<file path="config.mk">
export PLATFORM = sky130hd
export DESIGN_NAME = imm_alu_pipe_flat
export DESIGN_NICKNAME = d
export VERILOG_FILES = /design/src/rtl/imm_alu_pkg.sv /design/src/rtl/imm_alu_if.sv /design/src/rtl/imm_alu_core.sv /design/src/rtl/imm_alu_pipe.sv /design/src/flat_wrapper.sv
export SDC_FILE = /design/constraint.sdc
export NUM_CORES = 1
export LEC_CHECK = 0
export CAP_MARGIN = 20
export CORE_ASPECT_RATIO = 1.5
export CORE_MARGIN = 5
export CORE_UTILIZATION = 30
export DETAILED_ROUTE_END_ITERATION = 10
export GPL_ROUTABILITY_DRIVEN = 0
export PLACE_DENSITY_LB_ADDON = 0.25
export REMOVE_ABC_BUFFERS = 1
export SLEW_MARGIN = 30
export SYNTH_ARGS = -nofsm -noshare
export SYNTH_HDL_FRONTEND = slang
export SYNTH_SLANG_ARGS = --single-unit
</file>
<file path="constraint.sdc">
create_clock -name clk -period 3.5 [get_ports clk]
set_input_delay 1.05 -clock clk [delete_from_list [all_inputs] [get_ports clk]]
set_output_delay 1.05 -clock clk [all_outputs]
set_load 0.05 [all_outputs]
</file>
<file path="src/rtl/imm_alu_pkg.sv">
// imm_alu_pkg: opcode constants and immediate-extension kind shared by the immediate ALU.
package imm_alu_pkg;
  localparam int ADI_OP = 1;
  localparam int ORI_OP = 2;
  localparam int LHI_OP = 3;
  typedef enum logic [1:0] {SIGN, ZERO, HIGH, NONE} ext_kind_t;
  function automatic ext_kind_t ext_kind_of(int unsigned opc);
    return opc == ADI_OP ? SIGN : opc == ORI_OP ? ZERO : opc == LHI_OP ? HIGH : NONE;
  endfunction
endpackage

</file>
<file path="src/rtl/imm_alu_if.sv">
// imm_alu_if: operand and result valid/ready handshakes of the immediate ALU; out_ovf exists only with IMM_ALU_OVF_EN.
interface imm_alu_if #(
  parameter int WIDTH = 16,
  parameter int IMM_W = 8,
  parameter int OPC_W = 4,
  parameter int TAG_W = 2
);
  logic             in_valid;
  logic             in_ready;
  logic [OPC_W-1:0] in_opcode;
  logic [WIDTH-1:0] in_reg;
  logic [IMM_W-1:0] in_imm;
  logic [TAG_W-1:0] in_tag;
  logic             out_valid;
  logic             out_ready;
  logic [WIDTH-1:0] out_data;
  logic             out_zero;
  logic             out_illegal;
  logic [TAG_W-1:0] out_tag;
`ifdef IMM_ALU_OVF_EN
  logic             out_ovf;
`endif
  modport slave (
    input  in_valid, in_opcode, in_reg, in_imm, in_tag, out_ready,
    output in_ready, out_valid, out_data, out_zero, out_illegal, out_tag
`ifdef IMM_ALU_OVF_EN
    , output out_ovf
`endif
  );
  modport master (
    output in_valid, in_opcode, in_reg, in_imm, in_tag, out_ready,
    input  in_ready, out_valid, out_data, out_zero, out_illegal, out_tag
`ifdef IMM_ALU_OVF_EN
    , input out_ovf
`endif
  );
endinterface

</file>
<file path="src/rtl/imm_alu_core.sv">
// imm_alu_core: combinational ADI/ORI/LHI evaluation on an already-extended immediate.
module imm_alu_core
  import imm_alu_pkg::*;
#(
  parameter int WIDTH = 16,
  parameter int OPC_W = 4
) (
  input  logic [OPC_W-1:0] opcode,
  input  logic [WIDTH-1:0] rs,
  input  logic [WIDTH-1:0] ext,
  output logic [WIDTH-1:0] result,
  output logic             illegal
`ifdef IMM_ALU_OVF_EN
  , output logic           ovf
`endif
);
  ext_kind_t        kind;
  logic [WIDTH-1:0] sum;
  assign kind    = ext_kind_of(32'(opcode));
  assign sum     = rs + ext;
  assign result  = kind == SIGN ? sum : kind == ZERO ? rs | ext : kind == HIGH ? ext : rs;
  assign illegal = kind == NONE;
`ifdef IMM_ALU_OVF_EN
  assign ovf     = kind == SIGN && rs[WIDTH-1] == ext[WIDTH-1] && sum[WIDTH-1] != rs[WIDTH-1];
`endif
endmodule

</file>
<file path="src/rtl/imm_alu_pipe.sv">
// imm_alu_pipe: two-stage immediate ALU (extend, then compute) with valid/ready flow control.
// Define IMM_ALU_OVF_EN to add the registered signed-overflow output out_ovf.
module imm_alu_pipe
  import imm_alu_pkg::*;
#(
  parameter int WIDTH = 16,
  parameter int IMM_W = 8,
  parameter int OPC_W = 4,
  parameter int TAG_W = 2
) (
  input logic        clk,
  input logic        reset,
  imm_alu_if.slave   bus
);
  logic             v1, v2, adv1, adv2, ill;
  logic [OPC_W-1:0] op1;
  logic [WIDTH-1:0] rs1, ext1, ext, res;
  logic [TAG_W-1:0] tag1;
  ext_kind_t        kind;
`ifdef IMM_ALU_OVF_EN
  logic             ovf;
`endif
  assign adv2          = !v2 || bus.out_ready;
  assign adv1          = !v1 || adv2;
  assign bus.in_ready  = adv1;
  assign bus.out_valid = v2;
  assign kind          = ext_kind_of(32'(bus.in_opcode));
  assign ext = kind == SIGN ? {{(WIDTH-IMM_W){bus.in_imm[IMM_W-1]}}, bus.in_imm} :
               kind == ZERO ? WIDTH'(bus.in_imm) :
               kind == HIGH ? {bus.in_imm, {(WIDTH-IMM_W){1'b0}}} : '0;
  imm_alu_core #(.WIDTH(WIDTH), .OPC_W(OPC_W)) core (
    .opcode (op1),
    .rs     (rs1),
    .ext    (ext1),
    .result (res),
    .illegal(ill)
`ifdef IMM_ALU_OVF_EN
    , .ovf  (ovf)
`endif
  );
  // Data registers load only with a valid operation so out_* never moves while out_valid is low.
  always_ff @(posedge clk) begin
    if (reset) begin
      v1              <= 1'b0;
      v2              <= 1'b0;
      bus.out_data    <= '0;
      bus.out_zero    <= 1'b0;
      bus.out_illegal <= 1'b0;
      bus.out_tag     <= '0;
`ifdef IMM_ALU_OVF_EN
      bus.out_ovf     <= 1'b0;
`endif
    end else begin
      if (adv2) v2 <= v1;
      if (adv1) v1 <= bus.in_valid;
      if (adv1 && bus.in_valid) begin
        op1  <= bus.in_opcode;
        rs1  <= bus.in_reg;
        ext1 <= ext;
        tag1 <= bus.in_tag;
      end
      if (adv2 && v1) begin
        bus.out_data    <= res;
        bus.out_zero    <= res == '0;
        bus.out_illegal <= ill;
        bus.out_tag     <= tag1;
`ifdef IMM_ALU_OVF_EN
        bus.out_ovf     <= ovf;
`endif
      end
    end
  end
endmodule

</file>
<file path="src/flat_wrapper.sv">
// flat-port wrapper written by rule: the top's interface ports become plain ports
module imm_alu_pipe_flat import imm_alu_pkg::*;
#(
  parameter int WIDTH = 16,
  parameter int IMM_W = 8,
  parameter int OPC_W = 4,
  parameter int TAG_W = 2
)
  (clk, reset, bus_in_valid, bus_in_opcode, bus_in_reg, bus_in_imm, bus_in_tag, bus_out_ready, bus_in_ready, bus_out_valid, bus_out_data, bus_out_zero, bus_out_illegal, bus_out_tag);
  imm_alu_if #(.WIDTH(WIDTH), .IMM_W(IMM_W), .OPC_W(OPC_W), .TAG_W(TAG_W)) bus_i ();
  input logic clk;
  input logic reset;
  input wire logic [$bits(bus_i.in_valid)-1:0] bus_in_valid;
  input wire logic [$bits(bus_i.in_opcode)-1:0] bus_in_opcode;
  input wire logic [$bits(bus_i.in_reg)-1:0] bus_in_reg;
  input wire logic [$bits(bus_i.in_imm)-1:0] bus_in_imm;
  input wire logic [$bits(bus_i.in_tag)-1:0] bus_in_tag;
  input wire logic [$bits(bus_i.out_ready)-1:0] bus_out_ready;
  output wire logic [$bits(bus_i.in_ready)-1:0] bus_in_ready;
  output wire logic [$bits(bus_i.out_valid)-1:0] bus_out_valid;
  output wire logic [$bits(bus_i.out_data)-1:0] bus_out_data;
  output wire logic [$bits(bus_i.out_zero)-1:0] bus_out_zero;
  output wire logic [$bits(bus_i.out_illegal)-1:0] bus_out_illegal;
  output wire logic [$bits(bus_i.out_tag)-1:0] bus_out_tag;
  assign bus_i.in_valid = bus_in_valid;
  assign bus_i.in_opcode = bus_in_opcode;
  assign bus_i.in_reg = bus_in_reg;
  assign bus_i.in_imm = bus_in_imm;
  assign bus_i.in_tag = bus_in_tag;
  assign bus_i.out_ready = bus_out_ready;
  assign bus_in_ready = bus_i.in_ready;
  assign bus_out_valid = bus_i.out_valid;
  assign bus_out_data = bus_i.out_data;
  assign bus_out_zero = bus_i.out_zero;
  assign bus_out_illegal = bus_i.out_illegal;
  assign bus_out_tag = bus_i.out_tag;
  imm_alu_pipe #(.WIDTH(WIDTH), .IMM_W(IMM_W), .OPC_W(OPC_W), .TAG_W(TAG_W)) u_core (.clk(clk), .reset(reset), .bus(bus_i));
endmodule
</file>
Yosys cells after proc, flatten, opt, wreduce, memory -nomap -nowiden
Cells that the tools add are included.
{"block": "word_totals", "regBits": 60, "latchBits": 0, "ramBits": 0, "rom_bits": 0, "elab_cells": 46, "memories": 0}
{"block": "classes", "add_sub_neg": 1, "n_mul": 0, "n_div": 0, "order_cmp": 0, "n_eq_ne": 11, "shifts": 0, "n_mux": 12, "bitwise_logic": 2, "n_reduce_logical": 10}
{"cell": "$mux 16", "count": 6}
{"cell": "$add 16x16->16", "count": 1}
{"cell": "$eq 4x2->1 const B", "count": 4}
{"cell": "$logic_not 16->1", "count": 1}
{"cell": "$or 16x16->16", "count": 1}
{"cell": "$eq 4x1->1 const B", "count": 2}
{"cell": "$mux 2", "count": 4}
{"cell": "$eq 2x2->1 const B", "count": 3}
{"cell": "$eq 2x1->1 const B", "count": 2}
{"cell": "$logic_not 2->1", "count": 2}
{"cell": "$logic_and 1x1->1", "count": 2}
{"cell": "$logic_not 1->1", "count": 2}
{"cell": "$logic_or 1x1->1", "count": 2}
{"cell": "$mux 1", "count": 2}
{"cell": "$reduce_and 2->1", "count": 1}
{"cell": "$not 1->1", "count": 1}

Logic depth before layout (Yosys ltp)
Gate-level depths: netlist of run 1.
{"block": "logic_depth", "word_depth": 9, "ltp_mapped": 10}

Hierarchy
A second synthesis of run 1 with hierarchy kept.
{"block": "unflattened", "hier_cells": 409, "hier_area_um2": 3814.9}
{"module": "imm_alu_pipe", "instances": 1, "cells_each": 167, "area_each_um2": 2174.6, "seq_area_each_um2": 1581.5}
{"module": "imm_alu_core", "instances": 1, "cells_each": 242, "area_each_um2": 1640.3, "seq_area_each_um2": 0.0}

Least setup slack after synthesis of run 1
Ideal clock, no wire load.
{"block": "synth_path", "path_kind": "input-to-reg", "start": "input bus_out_ready", "end": "register u_core.ext1[0] (enable)", "setup_time_ps": 399, "arrival_ps": 2544, "slack_ps": 557, "path_stages": 3, "n_path_buf": 0, "path_cell_list": "nor2b_1 nand2_1 and3b_1"}
{"block": "synth_between", "elab_chain_len": 4}
{"element": "start, declared", "line_no": "flat_wrapper.sv:18", "text": "input wire logic [$bits(bus_i.out_ready)-1:0] bus_out_ready;"}
{"element": "$logic_or 1x1->1", "line_no": "imm_alu_pipe.sv:23", "text": "assign adv2 = !v2 || bus.out_ready;"}
{"element": "$logic_or 1x1->1", "line_no": "imm_alu_pipe.sv:24", "text": "assign adv1 = !v1 || adv2;"}
{"element": "via bus_in_ready", "line_no": "flat_wrapper.sv:19", "text": "output wire logic [$bits(bus_i.in_ready)-1:0] bus_in_ready;"}
{"element": "$logic_and 1x1->1", "line_no": "imm_alu_pipe.sv:56", "text": "if (adv1 && bus.in_valid) begin"}
{"element": "$reduce_and 2->1 (no source line)"}
{"element": "end signal, assigned", "line_no": "imm_alu_pipe.sv:59", "text": "ext1 <= ext;"}
{"element": "end, declared", "line_no": "imm_alu_pipe.sv:17", "text": "logic [WIDTH-1:0] rs1, ext1, ext, res;"}
The timed path passes the listed nets, and every way through them passes these cells.
A chain may end at the register's enable or synchronous reset.

Worst setup path after layout of run 1
{"block": "layout_path", "start": "input bus_out_ready", "end": "output bus_in_ready"}
{"block": "layout_between", "elab_chain_len": 2}
{"element": "$logic_or 1x1->1", "line_no": "imm_alu_pipe.sv:23"}
{"element": "$logic_or 1x1->1", "line_no": "imm_alu_pipe.sv:24"}
{"element": "end, declared", "line_no": "flat_wrapper.sv:19"}
No other way between the ends.

==> run summary, run 1 <==
Status -> finished clean
Starting Density -> 30.5%
H-tree depth -> 3
Die X -> 100 um
Post-Syn Instances -> 394
Number of enable flip-flop cells after synthesis -> 38
Req. time, crit path -> 2.45 ns
CTS buffer count -> 9
Mapped Area -> 3670 um2
Routed vias -> 2972
PortBufs -> 55
Final Max Slew Viols -> 0
Post-synth cell types -> 53
Post-synth top cells -> nor2_1, edfxtp_1, inv_1, ha_1, nand2_1
Initial antenna violation count -> 0
Ant. Diodes -> 0
Fin worst setup slack -> 0.414 ns
Fin crit period -> 3.09 ns
Synth top area cells -> edfxtp_1, dfxtp_1, ha_1
Post-DP Area -> 4390 um2
Global route overflow -> 0
Buffer levels on the longest clock path -> 2
Placement Setup Slack -> 0.416 ns
CTS tree -> built
Endpoint class of the critical path -> output pin
RSZ-0062 raised after global routing -> no
Final instance area -> 4670 um2
Cell Rows -> 49
Leakage -> 1.86 nW
DP Wirelength -> 6590 um
Largest net degree at the start of global routing -> 39
DR vias/cell -> 4.90
Placed cell count -> 591
Core area -> 12000 um2
Share of the synthesized area in the top cell type -> 31.1%
Max incr delay on CP -> 0.41 ns
Die Footprint -> 14600 um2
Synthesis-to-finish area growth -> 27.3%
Critical path, cell by cell -> clkdlybuf4s50_1 > nor2b_1 > nand2_1 > buf_4
Top-count cell post-synth -> nor2_1
Hold-fix buffers at CTS -> 0
Clock Sinks -> 60
Share of cells above drive strength 1 -> 6.39%
Clock-pin slew on the worst setup and hold paths -> 0.05 ns
Startpoint types -> primary input
Final hold vios -> 0
First-pass GRT wire length -> 13700 um
Seq/Total Area, Yosys -> 43.1%
Slowest cell on the critical path -> clkdlybuf4s50_1
Fmax -> 324 MHz
Yosys reg bits -> 60
Non-filler instance count after layout -> 607
Post-CTS Setup Repair Bufs -> 0
Vias in the first global route -> 2819
Synth Area per Inst -> 9.31 um2
Post-DRT Antenna Nets -> 0
Critical Setup Path Class -> primary input to output pin
Post-cts sizing count -> 0
Largest fanout on the critical path -> 5
Relative slew slack -> 41.5%
I/O pin total -> 56
Routed WL -> 8560 um
Drt pass-1 iters -> 4
Power Density -> 416 nW/um2
Synth Flop Type -> edfxtp_1
Setup Skew -> 0.00511 ns
Area leader, netlist -> edfxtp_1
Clock root buffer master -> clkbuf_16
Arrival time at the worst endpoint -> 2.04 ns
Layout net count -> 515
Die H -> 145 um
Maximum vdd ir drop -> 217 uV
Worst skew pair latency -> 0.32 ns
YS warnings -> 0
Setup violators final -> 0
Starting DRT DRC Count -> 119
Routed wire per std cell -> 14.1 um
DRC violations left -> 0
HP Class -> register to register
Max_cap viols -> 0
Total Routing Usage GR -> 12.1%
Crit share post-route -> 88.2%
Slew @ Worst Pin -> 0.877 ns
Asr flop ratio synth -> 0%
Setup_tns -> 0 ns
==> state kept, by name (all words and copies together) (netlist names) <==
register and count:
u_core.bus.out_data 16, u_core.bus.out_tag 2, u_core.ext1 16, u_core.op1 4
u_core.bus.out_illegal 1, u_core.bus.out_zero 1, u_core.bus.out_valid 1, u_core.v1 1
u_core.tag1 2, u_core.rs1 16
==> placed cells by master, fill, tap and decap left out, types with 4 or more instances in the layout <==
cell | netlist | final
a211oi_1 | 17 | 17
a21o_1 | 11 | 11
a21oi_1 | 27 | 27
and2_1 | 9 | 9
buf_4 | 0 | 8
clkbuf_16 | 0 | 9
clkdlybuf4s50_1 | 0 | 54
dfxtp_1 | 22 | 22
edfxtp_1 | 38 | 38
ha_1 | 31 | 31
inv_1 | 35 | 35
nand2_1 | 28 | 28
nand2b_1 | 5 | 5
nand3b_1 | 5 | 5
nor2_1 | 48 | 48
nor2b_1 | 4 | 4
nor3_1 | 7 | 7
o211ai_1 | 18 | 18
o21ai_0 | 22 | 22
==> critical path, delay by kind of cell <==
kind	cells	cell delay, ns
buffers and inverters	2	0.61
and+or+nand+nor	2	0.38
==> final timing paths <==
| check | cells past startpoint | endpoint | from | slack, ns |
|---|---|---|---|---|
| worst max-delay path | 4 | bus_in_ready | bus_out_ready | 0.41 |
| worst min-delay path | 2 | u_core.bus.out_data[1] | u_core.bus.out_data[1] | 0.45 |
| worst max register to register | 11 | u_core.bus.out_data[14] | u_core.rs1[0] | 0.43 |
| worst min register to register | 2 | u_core.bus.out_data[1] | u_core.bus.out_data[1] | 0.45 |
==> through the flow <==
| step | total power [mW] | util (%) | hold slack, ns |
|---|---|---|---|
| global placement | 1.12 | 36.5 | 0.443 |
| global route | 2.03 | 38.9 | 0.475 |
| detailed placement | 1.12 | 36.5 | 0.451 |
| floorplan | 1.00 | - | 0.471 |
| CTS | 1.97 | 38.9 | 0.458 |
| finish | 1.94 | 38.9 | 0.454 |
==> cells by family after synthesis <==
| kind of cell | count (synthesis) | synth area share (%) |
|---|---|---|
| AO/OA/AOI/OAI | 116 | 20.8 |
| XOR/XNOR | 6 | 1.43 |
| adder cells (fa/ha/maj) | 32 | 11.1 |
| buffers and inverters | 53 | 5.63 |
| flip-flops | 60 | 43.1 |
| multiplexers | 4 | 1.16 |
| AND/OR/NAND/NOR | 123 | 16.8 |
==> where the power goes <==
group	internal, mW	switching, mW	total [mW]
Sequential	0.788	0.0203	0.808
Clock	0.542	0.291	0.833
Combinational	0.126	0.174	0.300
==> area by class of cell <==
cell class                      count  area (um2)
Inverter                           35         131
Sequential cell                    60        1580
Fill cell                        1222        7340
Multi-Input combinational cell    281        1880
Timing Repair Buffer               62         601
Tap cell                          153         191
Clock buffer                       10         229
Clock inverter                      6        55.1
==> layer usage <==
| metal | vias up | part of all wire, % | global-route usage, % |
|---|---|---|---|
| met4 | 0 | 1.9 | 5.87 |
| met2 | 78 | 51 | 20.7 |
| met1 | 1359 | 42 | 13.7 |
| li1 | 1523 | - | - |
| met5 | - | 0 | 0 |
| met3 | 12 | 5.1 | 2.93 |
No activity file was read; power rests on OpenSTA's default activity.
==> run 2, diff against run 1 <==
--- a/config.mk
+++ b/config.mk
@@ -11,6 +11,7 @@
 export CORE_UTILIZATION = 30
 export DETAILED_ROUTE_END_ITERATION = 10
 export GPL_ROUTABILITY_DRIVEN = 0
+export HOLD_SLACK_MARGIN = 0.15
 export PLACE_DENSITY_LB_ADDON = 0.25
 export REMOVE_ABC_BUFFERS = 1
 export SLEW_MARGIN = 30
==> constraint.sdc (replaced) <==
create_clock -name clk -period 3.5 [get_ports clk]
set_input_delay 1.05 -clock clk [delete_from_list [all_inputs] [get_ports clk]]
set_output_delay 1.05 -clock clk [all_outputs]
set_load 0.1 [all_outputs]
==> run summary, run 2 (synthesized netlist as in run 1, its figures left out) <==
Clock Sinks -> 60
Routed WL -> 8610 um
Startpoint types -> primary input
First-pass GRT wire length -> 13800 um
Switching Share -> 27.5%
PortBufs -> 55
Slowest cell on the critical path -> clkdlybuf4s50_1
Setup Skew -> 0.00789 ns
Arrival time at the worst endpoint -> 2.07 ns
Starting DRT DRC Count -> 122
Commonest non-fill, non-tap cell in the layout -> nor2_1
Die Footprint -> 14600 um2
Clock-pin slew on the worst setup and hold paths -> 0.05 ns
Fin crit period -> 3.12 ns
Share of cells above drive strength 1 -> 10.8%
Vias in the first global route -> 2801
Req. time, crit path -> 2.45 ns
CTS buffer count -> 9
Layout net count -> 514
Buffer levels on the longest clock path -> 2
HP Class -> register to register
Most frequent cells in the layout -> nor2_1, edfxtp_1, inv_1
Final Max Slew Viols -> 0
Die X -> 100 um
Routed wire per std cell -> 14.2 um
Slew @ Worst Pin -> 0.886 ns
Largest fanout on the critical path -> 5
Post-CTS Setup Repair Bufs -> 0
Placement Setup Slack -> 0.389 ns
Maximum vdd ir drop -> 220 uV
DR vias/cell -> 4.81
H-tree depth -> 3
Setup_tns -> 0 ns
Post-DRT Antenna Nets -> 0
Int Pwr -> 1.45 mW
Cell Rows -> 49
Drt pass-1 iters -> 4
Relative slew slack -> 40.9%
Top flop regs -> u_core.bus.out_data (16), u_core.ext1 (16), u_core.rs1 (16)
Largest net degree at the start of global routing -> 39
DP Wirelength -> 6730 um
Max incr delay on CP -> 0.40 ns
Crit share post-route -> 89.3%
I/O pin total -> 56
Routed vias -> 2916
Power Density -> 433 nW/um2
Global route overflow -> 0
Layout fillers -> 1225
Leakage -> 1.90 nW
Worst skew pair latency -> 0.33 ns
Max_cap viols -> 0
Critical Setup Path Class -> primary input to output pin
Ant. Diodes -> 0
Comb pwr share -> 17.4%
RSZ-0062 raised after global routing -> no
Clock power frac -> 42.1%
Die H -> 145 um
Post-cts sizing count -> 0
CTS tree -> built
Setup violators final -> 0
DRC violations left -> 0
Final hold vios -> 0
Sequential share of power -> 40.4%
Initial antenna violation count -> 0
Fin util -> 38.5%
Fin worst setup slack -> 0.376 ns
Clock root buffer master -> clkbuf_16
Core area -> 12000 um2
Endpoint class of the critical path -> output pin
Status -> finished clean
Synthesis-to-finish area growth -> 26.0%
Fmax -> 320 MHz
Starting Density -> 30.5%
Hold-fix buffers at CTS -> 0
Total Routing Usage GR -> 12.0%
Sw power -> 550 uW
Critical path, cell by cell -> clkdlybuf4s50_1 > nor2b_1 > nand2_1 > buf_12
[run 2: through the flow]
step           hold slack [ns]  instances  cell area [um2]  power [mW]
6_report                 0.453        606             4620        2.00
5_1_grt                  0.490        606             4620        2.07
4_1_cts                  0.458        606             4620        2.02
3_5_place_dp             0.452        590             4340        1.18
3_3_place_gp             0.444        590             4340        1.17
2_1_floorplan            0.471        376             3590        1.06
[run 2: cell type report]
type,count,area [um2],area share [%]
clock buffer,10,229,4.95
inverter,35,131,2.84
multi-input combinational,281,1880,40.7
tap,153,191,4.14
sequential,60,1580,34.2
clock inverter,6,55.1,1.19
timing repair buffer,61,553,12.0
[run 2: routing by layer]
layer / GRT usage [%] / wire length, um / vias up
met5: 0 / 0 / -
met4: 6.07 / 214 / 0
met3: 2.73 / 358 / 12
met2: 20.4 / 4280 / 58
met1: 13.9 / 3760 / 1329
li1: - / - / 1517
[run 2: final timing paths]
kind	startpoint	endpoint	slack, ns	cells past startpoint
hold / removal	u_core.bus.out_data[1]	u_core.bus.out_data[1]	0.45	2
setup / recovery	bus_out_ready	bus_in_ready	0.38	4
setup reg to reg	u_core.rs1[0]	u_core.bus.out_data[14]	0.48	11
hold reg to reg	u_core.bus.out_data[1]	u_core.bus.out_data[1]	0.45	2
[run 2: worst max-delay path: cells and delay by family]
kind / cells / cell delay, ns
buffers and inverters: 2 / 0.59
AND/OR/NAND/NOR: 2 / 0.42
[run 2: power by group through the flow]
stage / Sequential [mW] / Clock [mW] / Combinational [mW]
6_report: 0.809 / 0.843 / 0.349
5_1_grt: 0.813 / 0.883 / 0.378
4_1_cts: 0.809 / 0.863 / 0.353
3_5_place_dp: 0.823 / 0 / 0.352
3_3_place_gp: 0.822 / 0 / 0.347
2_1_floorplan: 0.927 / 0 / 0.132
